<file path="config.mk">
export PLATFORM = sky130hd
export DESIGN_NAME = bus_share_arb_flat
export DESIGN_NICKNAME = d
export VERILOG_FILES = /design/src/rtl/bus_share_arb_pkg.sv /design/src/rtl/bus_share_arb_if.sv /design/src/rtl/bus_share_arb_rr_pick.sv /design/src/rtl/bus_share_arb.sv /design/src/flat_wrapper.sv
export SDC_FILE = /design/constraint.sdc
export NUM_CORES = 1
export LEC_CHECK = 0
export CAP_MARGIN = 20
export CORE_MARGIN = 3
export CORE_UTILIZATION = 37
export DETAILED_ROUTE_END_ITERATION = 6
export GPL_ROUTABILITY_DRIVEN = 0
export GPL_TIMING_DRIVEN = 0
export MAX_ROUTING_LAYER = met4
export PLACE_DENSITY = 0.76
export SETUP_SLACK_MARGIN = 0.2
export SYNTH_ARGS = -nofsm -noshare
export SYNTH_HDL_FRONTEND = slang
export SYNTH_SLANG_ARGS = --single-unit
</file>
<file path="constraint.sdc">
create_clock -name clk -period 5.5 [get_ports clk]
set_input_delay 0.55 -clock clk [delete_from_list [all_inputs] [get_ports clk]]
set_output_delay 0.55 -clock clk [all_outputs]
set_load 0.02 [all_outputs]
</file>
<file path="src/rtl/bus_share_arb_pkg.sv">
// Shared types and constants for the four-way round-robin bus sharing arbiter.
// Bus word layout: tag in the low TAG_W bits, requester data above it.
package bus_share_pkg;

   localparam int unsigned N_REQ     = 4;
   localparam int unsigned DATA_W    = 10;
   localparam int unsigned TAG_W     = $clog2(N_REQ);
   localparam int unsigned BUS_W     = DATA_W + TAG_W;
   localparam int unsigned MAX_BURST = 4;
   localparam int unsigned STALL_MAX = 8;
   localparam int unsigned BEAT_W    = $clog2(MAX_BURST + 1);
   localparam int unsigned STALL_W   = $clog2(STALL_MAX + 1);
   localparam int unsigned TAG_LSB   = 0;
   localparam int unsigned DATA_LSB  = TAG_W;

   typedef enum logic {
      IDLE = 1'b0,
      XFER = 1'b1
   } state_e;

   typedef struct packed {
      logic [DATA_W-1:0] data;
      logic [TAG_W-1:0]  tag;
   } bus_word_t;

   function automatic logic [BUS_W-1:0] pack_word(input logic [DATA_W-1:0] data,
                                                  input logic [TAG_W-1:0]  tag);
      bus_word_t w;
      w.data = data;
      w.tag  = tag;
      return w;
   endfunction

   function automatic logic [TAG_W-1:0] word_tag(input logic [BUS_W-1:0] w);
      return w[TAG_LSB +: TAG_W];
   endfunction

   function automatic logic [DATA_W-1:0] word_data(input logic [BUS_W-1:0] w);
      return w[DATA_LSB +: DATA_W];
   endfunction

endpackage

</file>
<file path="src/rtl/bus_share_arb_if.sv">
// Requester bundles, downstream bus and status of the bus sharing arbiter.
// slave = arbiter side, master = requesters plus downstream consumer.
interface bus_share_arb_if;
   import bus_share_pkg::*;

   logic [N_REQ-1:0]        req_valid;
   logic [N_REQ-1:0]        req_last;
   logic [N_REQ*DATA_W-1:0] req_data;
   logic [N_REQ-1:0]        req_ready;
   logic                    bus_valid;
   logic [BUS_W-1:0]        bus_word;
   logic                    bus_ready;
   logic [N_REQ-1:0]        grant;
   logic                    busy;

   modport slave (
      input  req_valid, req_last, req_data, bus_ready,
      output req_ready, bus_valid, bus_word, grant, busy
   );

   modport master (
      output req_valid, req_last, req_data, bus_ready,
      input  req_ready, bus_valid, bus_word, grant, busy
   );

endinterface

</file>
<file path="src/rtl/bus_share_arb_rr_pick.sv">
// Combinational round-robin picker: first set request at or after last_i+1,
// wrapping. One-hot output is zero when no request is set.
module rr_pick
   import bus_share_pkg::*;
(
   input  logic [N_REQ-1:0] req_i,
   input  logic [TAG_W-1:0] last_i,
   output logic [N_REQ-1:0] pick_oh_c_o,
   output logic [TAG_W-1:0] pick_idx_c_o
);

   logic [TAG_W-1:0] cand;

   // Walk from the farthest candidate back to the nearest so the nearest wins.
   always_comb begin
      pick_idx_c_o = '0;
      cand         = '0;
      for (int k = int'(N_REQ); k > 0; k--) begin
         cand = TAG_W'((int'(last_i) + k) % int'(N_REQ));
         if (req_i[cand]) pick_idx_c_o = cand;
      end
      pick_oh_c_o = (|req_i) ? (N_REQ'(1) << pick_idx_c_o) : '0;
   end

endmodule

</file>
<file path="src/rtl/bus_share_arb.sv">
// Round-robin arbiter granting one of four requesters a burst on the shared
// tagged bus; bursts end on last, on the beat limit, or on a stall timeout.
module bus_share_arb
   import bus_share_pkg::*;
(
   input  logic           clk,
   input  logic           rst_n,
   bus_share_arb_if.slave bus_if
);

   state_e             state_q, state_d;
   logic [TAG_W-1:0]   owner_q, owner_d;
   logic [TAG_W-1:0]   last_owner_q, last_owner_d;
   logic [N_REQ-1:0]   grant_q, grant_d;
   logic [BEAT_W-1:0]  beat_q, beat_d;
   logic [STALL_W-1:0] stall_q, stall_d;

   logic [N_REQ-1:0]   pick_oh;
   logic [TAG_W-1:0]   pick_idx;
   logic [DATA_W-1:0]  req_data_arr [N_REQ];
   logic               xfer;
   logic               own_valid;
   logic               own_last;
   logic               beat;
   logic [BEAT_W-1:0]  beat_inc;
   logic [STALL_W-1:0] stall_inc;

   for (genvar r = 0; r < N_REQ; r++) begin : g_data
      assign req_data_arr[r] = bus_if.req_data[r*DATA_W +: DATA_W];
   end

   rr_pick u_pick (
      .req_i        (bus_if.req_valid),
      .last_i       (last_owner_q),
      .pick_oh_c_o  (pick_oh),
      .pick_idx_c_o (pick_idx)
   );

   assign xfer      = (state_q == XFER);
   assign own_valid = bus_if.req_valid[owner_q];
   assign own_last  = bus_if.req_last[owner_q];
   assign beat      = xfer & own_valid & bus_if.bus_ready;
   assign beat_inc  = beat_q + BEAT_W'(1);
   assign stall_inc = stall_q + STALL_W'(1);

   // Output mux driven from the registered owner; grant_q is zero in IDLE.
   assign bus_if.grant     = grant_q;
   assign bus_if.busy      = xfer;
   assign bus_if.bus_valid = xfer & own_valid;
   assign bus_if.bus_word  = xfer ? pack_word(req_data_arr[owner_q], owner_q) : '0;
   assign bus_if.req_ready = grant_q & {N_REQ{bus_if.bus_ready}};

   always_comb begin
      state_d      = state_q;
      owner_d      = owner_q;
      last_owner_d = last_owner_q;
      grant_d      = grant_q;
      beat_d       = beat_q;
      stall_d      = stall_q;
      unique case (state_q)
         IDLE: begin
            if (|bus_if.req_valid) begin
               state_d = XFER;
               owner_d = pick_idx;
               grant_d = pick_oh;
               beat_d  = '0;
               stall_d = '0;
            end
         end
         XFER: begin
            if (beat) begin
               beat_d  = beat_inc;
               stall_d = '0;
               if (own_last || (beat_inc == BEAT_W'(MAX_BURST))) begin
                  state_d      = IDLE;
                  grant_d      = '0;
                  last_owner_d = owner_q;
               end
            end else if (!own_valid) begin
               stall_d = stall_inc;
               // Revoke once the owner has been silent for STALL_MAX cycles.
               if (stall_inc == STALL_W'(STALL_MAX)) begin
                  state_d      = IDLE;
                  grant_d      = '0;
                  last_owner_d = owner_q;
               end
            end
         end
      endcase
   end

   always_ff @(posedge clk or negedge rst_n) begin
      if (!rst_n) begin
         state_q      <= IDLE;
         owner_q      <= '0;
         last_owner_q <= TAG_W'(N_REQ - 1);
         grant_q      <= '0;
         beat_q       <= '0;
         stall_q      <= '0;
      end else begin
         state_q      <= state_d;
         owner_q      <= owner_d;
         last_owner_q <= last_owner_d;
         grant_q      <= grant_d;
         beat_q       <= beat_d;
         stall_q      <= stall_d;
      end
   end

endmodule

</file>
<file path="src/flat_wrapper.sv">
// flat-port wrapper written by rule: the top's interface ports become plain ports
module bus_share_arb_flat import bus_share_pkg::*;
  (clk, rst_n, bus_if_req_valid, bus_if_req_last, bus_if_req_data, bus_if_bus_ready, bus_if_req_ready, bus_if_bus_valid, bus_if_bus_word, bus_if_grant, bus_if_busy);
  bus_share_arb_if bus_if_i ();
  input  logic clk;
  input  logic rst_n;
  input wire logic [$bits(bus_if_i.req_valid)-1:0] bus_if_req_valid;
  input wire logic [$bits(bus_if_i.req_last)-1:0] bus_if_req_last;
  input wire logic [$bits(bus_if_i.req_data)-1:0] bus_if_req_data;
  input wire logic [$bits(bus_if_i.bus_ready)-1:0] bus_if_bus_ready;
  output wire logic [$bits(bus_if_i.req_ready)-1:0] bus_if_req_ready;
  output wire logic [$bits(bus_if_i.bus_valid)-1:0] bus_if_bus_valid;
  output wire logic [$bits(bus_if_i.bus_word)-1:0] bus_if_bus_word;
  output wire logic [$bits(bus_if_i.grant)-1:0] bus_if_grant;
  output wire logic [$bits(bus_if_i.busy)-1:0] bus_if_busy;
  assign bus_if_i.req_valid = bus_if_req_valid;
  assign bus_if_i.req_last = bus_if_req_last;
  assign bus_if_i.req_data = bus_if_req_data;
  assign bus_if_i.bus_ready = bus_if_bus_ready;
  assign bus_if_req_ready = bus_if_i.req_ready;
  assign bus_if_bus_valid = bus_if_i.bus_valid;
  assign bus_if_bus_word = bus_if_i.bus_word;
  assign bus_if_grant = bus_if_i.grant;
  assign bus_if_busy = bus_if_i.busy;
  bus_share_arb u_core (.clk(clk), .rst_n(rst_n), .bus_if(bus_if_i));
endmodule
</file>
==> summary.md, run 1 <==
| Metric | Value |
|---|---|
| Synth cell types | `46` |
| Non-filler cells, final | `250` |
| Worst VDD drop | `0.191 mV` |
| Core ar. | `3390 µm²` |
| Min Hold Slack | `0.546 ns` |
| Cell total after placement | `246` |
| Leak | `0.000867 µW` |
| Starting DRC count in detailed routing | `93` |
| Later-pin clock latency in the skew report | `0.29 ns` |
| Initial Util | `39.3%` |
| Worst path cell trace | `clkbuf_1 -> clkbuf_1 -> mux4_2 -> and2_1 -> clkdlybuf4s50_1` |
| Die H | `66.0 µm` |
| Hold-fix buffers at CTS | `0` |
| Largest net degree at the start of global routing | `17` |
| CTS Buffer Depth | `2` |
| Total GRT Usage | `19.8%` |
| CP endpoint kind | `primary output` |
| Via density | `5.25` |
| FF+latch count, synth | `16` |
| Yosys Warn Count | `0` |
| Slew @ Worst Pin | `0.754 ns` |
| Rel. slew slack | `49.6%` |
| Synthesized netlist cell count | `128` |
| TritonCTS Buffers | `3` |
| Post-CTS resize count | `0` |
| Worst path top cell family by delay | `buffers and inverters` |
| CP Launch Type | `register` |
| Worst hold path type | `register to register` |
| I/O Pins | `73` |
| DRT Wirelength | `4140 µm` |
| Area delta synth->final | `61.1%` |
| Clk slew on worst S/H paths | `0.10 ns` |
| Grt ovf | `0` |
| Die X | `66.0 µm` |
| Sequential share of the synthesized area | `30.2%` |
| Post-Syn Area | `1330 µm²` |
| Critical path's most frequent cell | `clkbuf_1` |
| Worst EP arrival | `2.53 ns` |
| WL per Instance | `16.6 µm` |
| Vias | `1313` |
| Drt pass-1 iters | `4` |
| Largest stage delay on the critical path | `0.54 ns` |
| Final Setup Violations | `0` |
| RSZ-0062 raised after global routing | `false` |
| Port Buffers | `72` |
| Final worst slack | `2.42 ns` |
| Slowest stage cell, crit path | `clkdlybuf4s50_1` |
| Syn Area/Cell | `10.4 µm²` |
| Post-route minimum period | `3.08 ns` |
| Initial antenna violation count | `0` |
| ANT cells | `0` |
| TritonCTS clock tree | `built` |
| Power per cell area | `468 nW/µm²` |
| Top_reg_cell synth | `dfrtp_1` |
| Slew Viols, Final | `0` |
| Syn_nets | `182` |
| Clock Tree Root | `clkbuf_4` |
| CP Buf/Inv Count | `3` |
| Post-route antenna net violation count | `0` |
| Post-DP HPWL | `3400 µm` |
| Postcts setup bufs | `0` |
| Status | `finished, final reports clean` |
| # clock sinks | `16` |
| Layout cells sized above 1 | `13.7%` |
| Worst Setup Path Type | `register to primary output` |
| Htree depth | `1` |
| Required time of the critical path | `4.95 ns` |
| Die area | `4360 µm²` |
| Post-synth EDFFs | `0` |
| Layout Skew | `0.000924 ns` |
| Max-Cap Viols | `0` |
| CP max FO | `10` |
| Hold violation count in the final report | `0` |
| Post-Place Setup Slack | `2.57 ns` |
| Vias in the first global route | `1406` |
| NumNets Final | `259` |
| First-pass GRT wire length | `6460 µm` |
| Setup tns final | `0 ns` |
| Asr flop ratio synth | `100%` |
| Tcrit/Tclk final | `56.0%` |
| FP Rows | `21` |
| Fmax | `0.325 GHz` |
| Drt drc | `0` |
-- synthesized netlist by cell type (all sizes together) (3+ instances only) --
library cell  count  area [µm²]
o21ai             6        30.0
nor2b             3        18.8
inv               7        26.3
clkbuf            4        15.0
mux4             12         274
nand3             5        25.0
a21oi             3        15.0
dfrtp            14         350
a22o              3        26.3
and2             12        75.1
nand2            10        37.5
ha                3        37.5
mux2              5        63.8
nor2              6        22.5
o22ai             4        25.0
-- cell type report --
type	instances	area, µm²
Fill cell	298	1240
Clock buffer	4	36.3
Buffer	6	31.3
Multi-Input combinational cell	99	872
Sequential cell	16	403
Tap cell	46	57.6
Timing Repair Buffer	72	721
Inverter	7	26.3
-- power by group --
part	total (µW)	internal, µW	switching (µW)
Sequential	217	171	46.5
Combinational	706	370	337
Clock	81.1	40.4	40.7
-- metrics by stage --
stage                     utilization (%)  power (µW)  area (µm²)
after floorplan                         -         652        1330
after global placement               62.3         900        2110
after detailed placement             62.3         925        2110
after CTS                            63.3        1010        2150
after global routing                 63.3        1070        2150
final                                63.3        1000        2150
-- layer usage --
layer | share of wire [%] | up-vias | track usage, %
met2 | 57 | 39 | 35.7
met3 | 4.8 | 4 | 4.76
met1 | 38 | 632 | 22.4
met4 | 0.51 | 0 | 3.81
met5 | 0 | - | -
li1 | - | 638 | -
-- path summary, 6_finish.rpt --
kind                                         start                     end  slack, ns  cells after the start
worst max-delay path             u_core.owner_q[1]     bus_if_bus_word[10]       2.42                      5
max in group asynchronous                    rst_n       u_core.owner_q[1]       4.34                      1
worst min-delay path              u_core.beat_q[0]        u_core.beat_q[0]       0.55                      1
worst min register to register    u_core.beat_q[0]        u_core.beat_q[0]       0.55                      1
worst max register to register  u_core.bus_if.busy  u_core.bus_if.grant[1]       3.48                      5
min in group asynchronous                    rst_n        u_core.beat_q[0]       0.69                      1
-- placed cells by master (no fill, tap or decap), types with 2 or more instances in the layout --
cell / count
nor2_1: 6
ha_1: 3
clkdlybuf4s50_1: 72
o21ai_0: 4
nand3_1: 5
a21oi_1: 3
dfrtp_1: 14
a22o_1: 3
nand2_1: 10
clkbuf_1: 4
o22ai_1: 4
o21ai_1: 2
mux2_4: 2
and3b_1: 2
mux2_1: 2
or2_2: 2
dfstp_2: 2
inv_1: 7
clkbuf_4: 3
nand2b_1: 2
nor2b_1: 3
mux4_2: 11
and2_1: 12
-- state kept, by name, indices dropped and copies added, names as in the netlist --
name and cells:
u_core.bus_if.grant 4, u_core.stall_q 4, u_core.owner_q 2, u_core.beat_q 3
u_core.last_owner_q 2, u_core.bus_if.busy 1
-- logic make-up after synthesis --
family | synth area share (%)
adder cells (fa/ha/maj) | 2.82
AND/OR/NAND/NOR | 18.9
multiplexers | 26.1
flip-flops | 30.2
AO/OA/AOI/OAI | 17.0
buffers and inverters | 4.32
XOR/XNOR | 0.657
Note: power is estimated with default switching activity, not from simulation.
==> run 2: changes to the inputs <==
--- a/config.mk
+++ b/config.mk
@@ -7,12 +7,12 @@
 export LEC_CHECK = 0
 export CAP_MARGIN = 20
 export CORE_MARGIN = 3
-export CORE_UTILIZATION = 37
+export CORE_UTILIZATION = 35
 export DETAILED_ROUTE_END_ITERATION = 6
 export GPL_ROUTABILITY_DRIVEN = 0
 export GPL_TIMING_DRIVEN = 0
 export MAX_ROUTING_LAYER = met4
-export PLACE_DENSITY = 0.76
+export PLACE_DENSITY = 0.75
 export SETUP_SLACK_MARGIN = 0.2
 export SYNTH_ARGS = -nofsm -noshare
 export SYNTH_HDL_FRONTEND = slang
==> constraint.sdc (replaced) <==
create_clock -name clk -period 2.8 [get_ports clk]
set_input_delay 0.28 -clock clk [delete_from_list [all_inputs] [get_ports clk]]
set_output_delay 0.28 -clock clk [all_outputs]
set_load 0.02 [all_outputs]
==> summary.md, run 2 (synthesis results as in run 1) <==
| Metric | Value |
|---|---|
| Placed cell area | `2110 µm²` |
| Post-DP HPWL | `3300 µm` |
| Vias | `1300` |
| Htree depth | `1` |
| Fin util | `62.2%` |
| Die H | `67.7 µm` |
| Total GRT Usage | `17.2%` |
| Final Setup Violations | `0` |
| Max-Cap Viols | `0` |
| Slew Viols, Final | `0` |
| Status | `finished, final reports clean` |
| Area delta synth->final | `63.0%` |
| Slew @ Worst Pin | `0.743 ns` |
| Core ar. | `3490 µm²` |
| CP max FO | `10` |
| Worst Setup Path Type | `register to primary output` |
| TritonCTS Buffers | `3` |
| Vias in the first global route | `1211` |
| Clk slew on worst S/H paths | `0.07 ns` |
| FP Rows | `21` |
| Later-pin clock latency in the skew report | `0.25 ns` |
| Rel. slew slack | `50.3%` |
| WL per Instance | `15.8 µm` |
| Die area | `4580 µm²` |
| Layout Skew | `0.00160 ns` |
| Grt ovf | `0` |
| Initial Util | `38.1%` |
| NumNets Final | `259` |
| Worst EP arrival | `2.22 ns` |
| RSZ-0062 raised after global routing | `false` |
| ANT cells | `0` |
| Fill cells | `307` |
| Hold violation count in the final report | `0` |
| DRT Wirelength | `3950 µm` |
| Post-route antenna net violation count | `0` |
| TritonCTS clock tree | `built` |
| Layout cells sized above 1 | `15.2%` |
| FF/Latch Area | `403 µm²` |
| CP Launch Type | `register` |
| Power per cell area | `931 nW/µm²` |
| Drt pass-1 iters | `4` |
| Worst VDD drop | `0.547 mV` |
| Post-route minimum period | `2.50 ns` |
| Most frequent cells in the layout | `clkdlybuf4s50_1, dfrtp_1, and2_1` |
| Clock Tree Root | `clkbuf_8` |
| # clock sinks | `16` |
| I/O Pins | `73` |
| Required time of the critical path | `2.52 ns` |
| Die X | `67.7 µm` |
| Setup tns final | `0 ns` |
| Largest net degree at the start of global routing | `17` |
| Worst hold path type | `input port to async pin` |
| Postcts setup bufs | `0` |
| Tcrit/Tclk final | `89.4%` |
| CTS Buffer Depth | `2` |
| Leak | `0.000885 µW` |
| Cell area after layout | `2170 µm²` |
| Area of the multi-input gates | `872 µm²` |
| Hold-fix buffers at CTS | `0` |
| CP endpoint kind | `primary output` |
| First-pass GRT wire length | `5790 µm` |
| Via density | `5.20` |
| Initial antenna violation count | `0` |
| Commonest non-fill, non-tap cell in the layout | `clkdlybuf4s50_1` |
| Drt drc | `0` |
| Fmax | `0.399 GHz` |
| Starting DRC count in detailed routing | `76` |
| Port Buffers | `72` |
[run 2: cell count changes in the layout (fill, tap and decap cells not counted)]
cell,before,now
buf_4,0,1
clkbuf_8,1,4
clkbuf_2,0,3
clkbuf_4,3,0
clkbuf_1,4,1
buf_2,1,0
[run 2: final timing paths]
path | from | depth (start not counted) | slack (ns) | end
worst max-delay path | u_core.owner_q[0] | 5 | 0.30 | bus_if_bus_word[5]
worst min-delay path | rst_n | 1 | 0.47 | u_core.stall_q[0]
worst max register to register | u_core.owner_q[0] | 5 | 0.85 | u_core.last_owner_q[1]
worst min register to register | u_core.beat_q[0] | 1 | 0.52 | u_core.beat_q[0]
max in group asynchronous | rst_n | 1 | 1.87 | u_core.beat_q[1]
min in group clk | u_core.beat_q[0] | 1 | 0.52 | u_core.beat_q[0]
[run 2: layer usage]
metal / wire [µm] / GRT usage (%) / up-vias / share of wire, %
li1: - / - / 632 / -
met1: 1610 / 22.0 / 639 / 41
met3: 128 / 3.00 / 3 / 3.2
met2: 2210 / 29.3 / 26 / 56
met5: 0 / - / - / 0
met4: 10 / 1.52 / 0 / 0.25
[run 2: through the flow]
stage,total power (µW),hold slack [ns],std cells,worst slack (ns)
5_1_grt,2150,0.530,250,0.211
6_report,2020,0.466,250,0.297
3_5_place_dp,1820,0.513,246,0.276
2_1_floorplan,1280,-0.0156,128,0.998
4_1_cts,2040,0.491,250,0.268
3_3_place_gp,1780,0.498,246,0.356
[run 2: layout make-up]
cell class	count	share of cell area, %
plain buffers	6	1.73
clock buffers	4	2.53
flip-flops and latches	16	18.5
inverters	7	1.21
repair buffers	72	33.2
well taps	46	2.65
multi-input cells	99	40.1
[run 2: critical path: stages (launching register included)]
cell	delay [ns]
dfrtp_1	0.35
buf_6	0.15
buf_4	0.22
mux4_2	0.52
and2_1	0.18
clkdlybuf4s50_1	0.55
[run 2: timing repair]
action / in CTS / in global routing
endpoints found under the setup margin: 7 / 1
cloned: 0 / 0
gates resized for setup: 3 / 2
[run 2: where the power goes]
| part | switching (µW) | leakage, µW | internal, µW |
|---|---|---|---|
| clock network | 84.1 | 0.0000288 | 125 |
| logic | 659 | 0.000655 | 733 |
| registers | 84.9 | 0.000201 | 336 |
==> run 3: changes to the inputs <==
--- a/config.mk
+++ b/config.mk
@@ -10,7 +10,6 @@
 export CORE_UTILIZATION = 35
 export DETAILED_ROUTE_END_ITERATION = 6
 export GPL_ROUTABILITY_DRIVEN = 0
-export GPL_TIMING_DRIVEN = 0
 export MAX_ROUTING_LAYER = met4
 export PLACE_DENSITY = 0.75
 export SETUP_SLACK_MARGIN = 0.2
==> summary.md, run 3 (synthesis results as in run 1) <==
| Metric | Value |
|---|---|
| Later-pin clock latency in the skew report | `0.25 ns` |
| Status | `finished, final reports clean` |
| ANT cells | `0` |
| Hold violation count in the final report | `0` |
| Drt pass-1 iters | `4` |
| Sw Pwr | `826 µW` |
| Vias | `1317` |
| Required time of the critical path | `2.52 ns` |
| Leak | `0.000865 µW` |
| Rel. slew slack | `50.1%` |
| Fin util | `61.4%` |
| # clock sinks | `16` |
| Port Buffers | `72` |
| Worst Setup Path Type | `register to primary output` |
| Drt drc | `0` |
| Post-DP HPWL | `3410 µm` |
| DRT Wirelength | `4090 µm` |
| R2r setup slk | `0.76 ns` |
| Worst r2r src | `u_core.owner_q[0]` |
| Reg2reg path depth | `5` |
| FP Rows | `21` |
| Tcrit/Tclk final | `87.2%` |
| Max-Cap Viols | `0` |
| NumNets Final | `254` |
| Layout Skew | `0.00488 ns` |
| Total GRT Usage | `18.5%` |
| Post-route minimum period | `2.44 ns` |
| Vias in the first global route | `1323` |
| Final Setup Violations | `0` |
| Die X | `67.7 µm` |
| Grt ovf | `0` |
| Initial Util | `38.1%` |
| Core ar. | `3490 µm²` |
| Die area | `4580 µm²` |
| Initial antenna violation count | `0` |
| Largest net degree at the start of global routing | `23` |
| Comb pwr share | `65.3%` |
| First-pass GRT wire length | `6220 µm` |
| RSZ-0062 raised after global routing | `false` |
| TritonCTS Buffers | `3` |
| Via density | `5.38` |
| Htree depth | `1` |
| Slew @ Worst Pin | `0.746 ns` |
| Setup tns final | `0 ns` |
| WL per Instance | `16.7 µm` |
| Largest stage delay on the critical path | `0.64 ns` |
| Worst EP arrival | `2.16 ns` |
| Worst hold path type | `input port to async pin` |
| Layout cells sized above 1 | `14.1%` |
| TritonCTS clock tree | `built` |
| Slowest stage cell, crit path | `mux4_2` |
| Clk pwr share | `10.5%` |
| Met2 global-route usage | `32.6%` |
| CP Launch Type | `register` |
| Power per cell area | `931 nW/µm²` |
| I/O Pins | `73` |
| Hold-fix buffers at CTS | `0` |
| Met1 Use GR | `21.8%` |
| Commonest non-fill, non-tap cell in the layout | `clkdlybuf4s50_1` |
| Area delta synth->final | `61.1%` |
| Switch share | `41.3%` |
| Clock Tree Root | `clkbuf_8` |
| Worst VDD drop | `0.399 mV` |
| Most frequent cells in the layout | `clkdlybuf4s50_1, dfrtp_1, and2_1` |
| Fmax | `0.409 GHz` |
| Die H | `67.7 µm` |
| Post-route antenna net violation count | `0` |
| Starting DRC count in detailed routing | `61` |
| CTS Buffer Depth | `2` |
| Part of the power in registers | `24.2%` |
| GRT met3 Usage | `3.99%` |
| GR peak layer | `met2` |
| CP max FO | `17` |
| Int Power | `1170 µW` |
| CP endpoint kind | `primary output` |
| RR Endpoint | `u_core.last_owner_q[0]` |
| Worst path cell trace | `buf_6 -> mux4_2 -> inv_1 -> nor2_1 -> clkdlybuf4s50_1` |
| Clk slew on worst S/H paths | `0.07 ns` |
| Slew Viols, Final | `0` |
==> run 3: cell count changes in the layout (fill, tap and decap cells not counted) <==
| cell | previous run | this run |
|---|---|---|
| buf_4 | 1 | 0 |
| dfrtp_1 | 14 | 13 |
| clkbuf_1 | 1 | 0 |
| clkbuf_2 | 3 | 0 |
| dfrtp_2 | 0 | 1 |
==> run 3: cell type report <==
class                   instances  area (µm²)
flip-flops and latches         16         404
clock buffers                   4        55.1
inverters                       7        26.3
well taps                      46        57.6
repair buffers                 73         732
multi-input cells              99         872
fillers                       288        1350
==> run 3: power by group through the flow <==
stage	combinational, µW	sequential [µW]	clock [µW]
6_report	1310	484	209
3_3_place_gp	1280	474	0
3_5_place_dp	1310	484	0
5_1_grt	1400	506	227
2_1_floorplan	838	443	0
4_1_cts	1320	482	214
==> run 3: critical path: cells and delay by family (launching register included) <==
family                 cells  cell delay (ns)
DFF                        1             0.34
buffers and inverters      3             0.88
muxes                      1             0.64
and+or+nand+nor            1             0.04
==> run 3: metal layers <==
layer | up-vias | part of all wire [%]
met5 | - | 0
met4 | 0 | 0.98
met3 | 6 | 3.9
met2 | 34 | 59
met1 | 652 | 37
li1 | 625 | -
==> run 3: stage by stage <==
stage	cells	total power [µW]	hold WS, ns	cell area (µm²)	worst slack (ns)
global placement	241	1760	0.512	2090	0.473
finish	245	2000	0.466	2150	0.358
floorplan	128	1280	-0.0156	1330	0.998
global route	245	2130	0.520	2150	0.228
CTS	245	2010	0.480	2140	0.259
detailed placement	241	1800	0.516	2090	0.439
==> run 3: what timing repair did <==
action                     CTS  global route
hold endpoints to repair     0             0
setup buffers                0             0
gates resized for setup      0             2
setup endpoints to repair    0             1
==> run 3: worst max path at each step <==
| stage | from | endpoint | slack, ns | cells past startpoint |
|---|---|---|---|---|
| finish | u_core.owner_q[0] | bus_if_bus_valid | 0.36 | 5 |
| floorplan | u_core.owner_q[0] | u_core.last_owner_q[0] | 1.0 | 5 |
| detailed placement | bus_if_req_valid[0] | bus_if_bus_valid | 0.44 | 5 |
| CTS | u_core.owner_q[1] | bus_if_bus_valid | 0.26 | 4 |
| global placement | bus_if_req_valid[3] | bus_if_bus_valid | 0.47 | 5 |
| global route | u_core.owner_q[0] | bus_if_bus_valid | 0.23 | 5 |
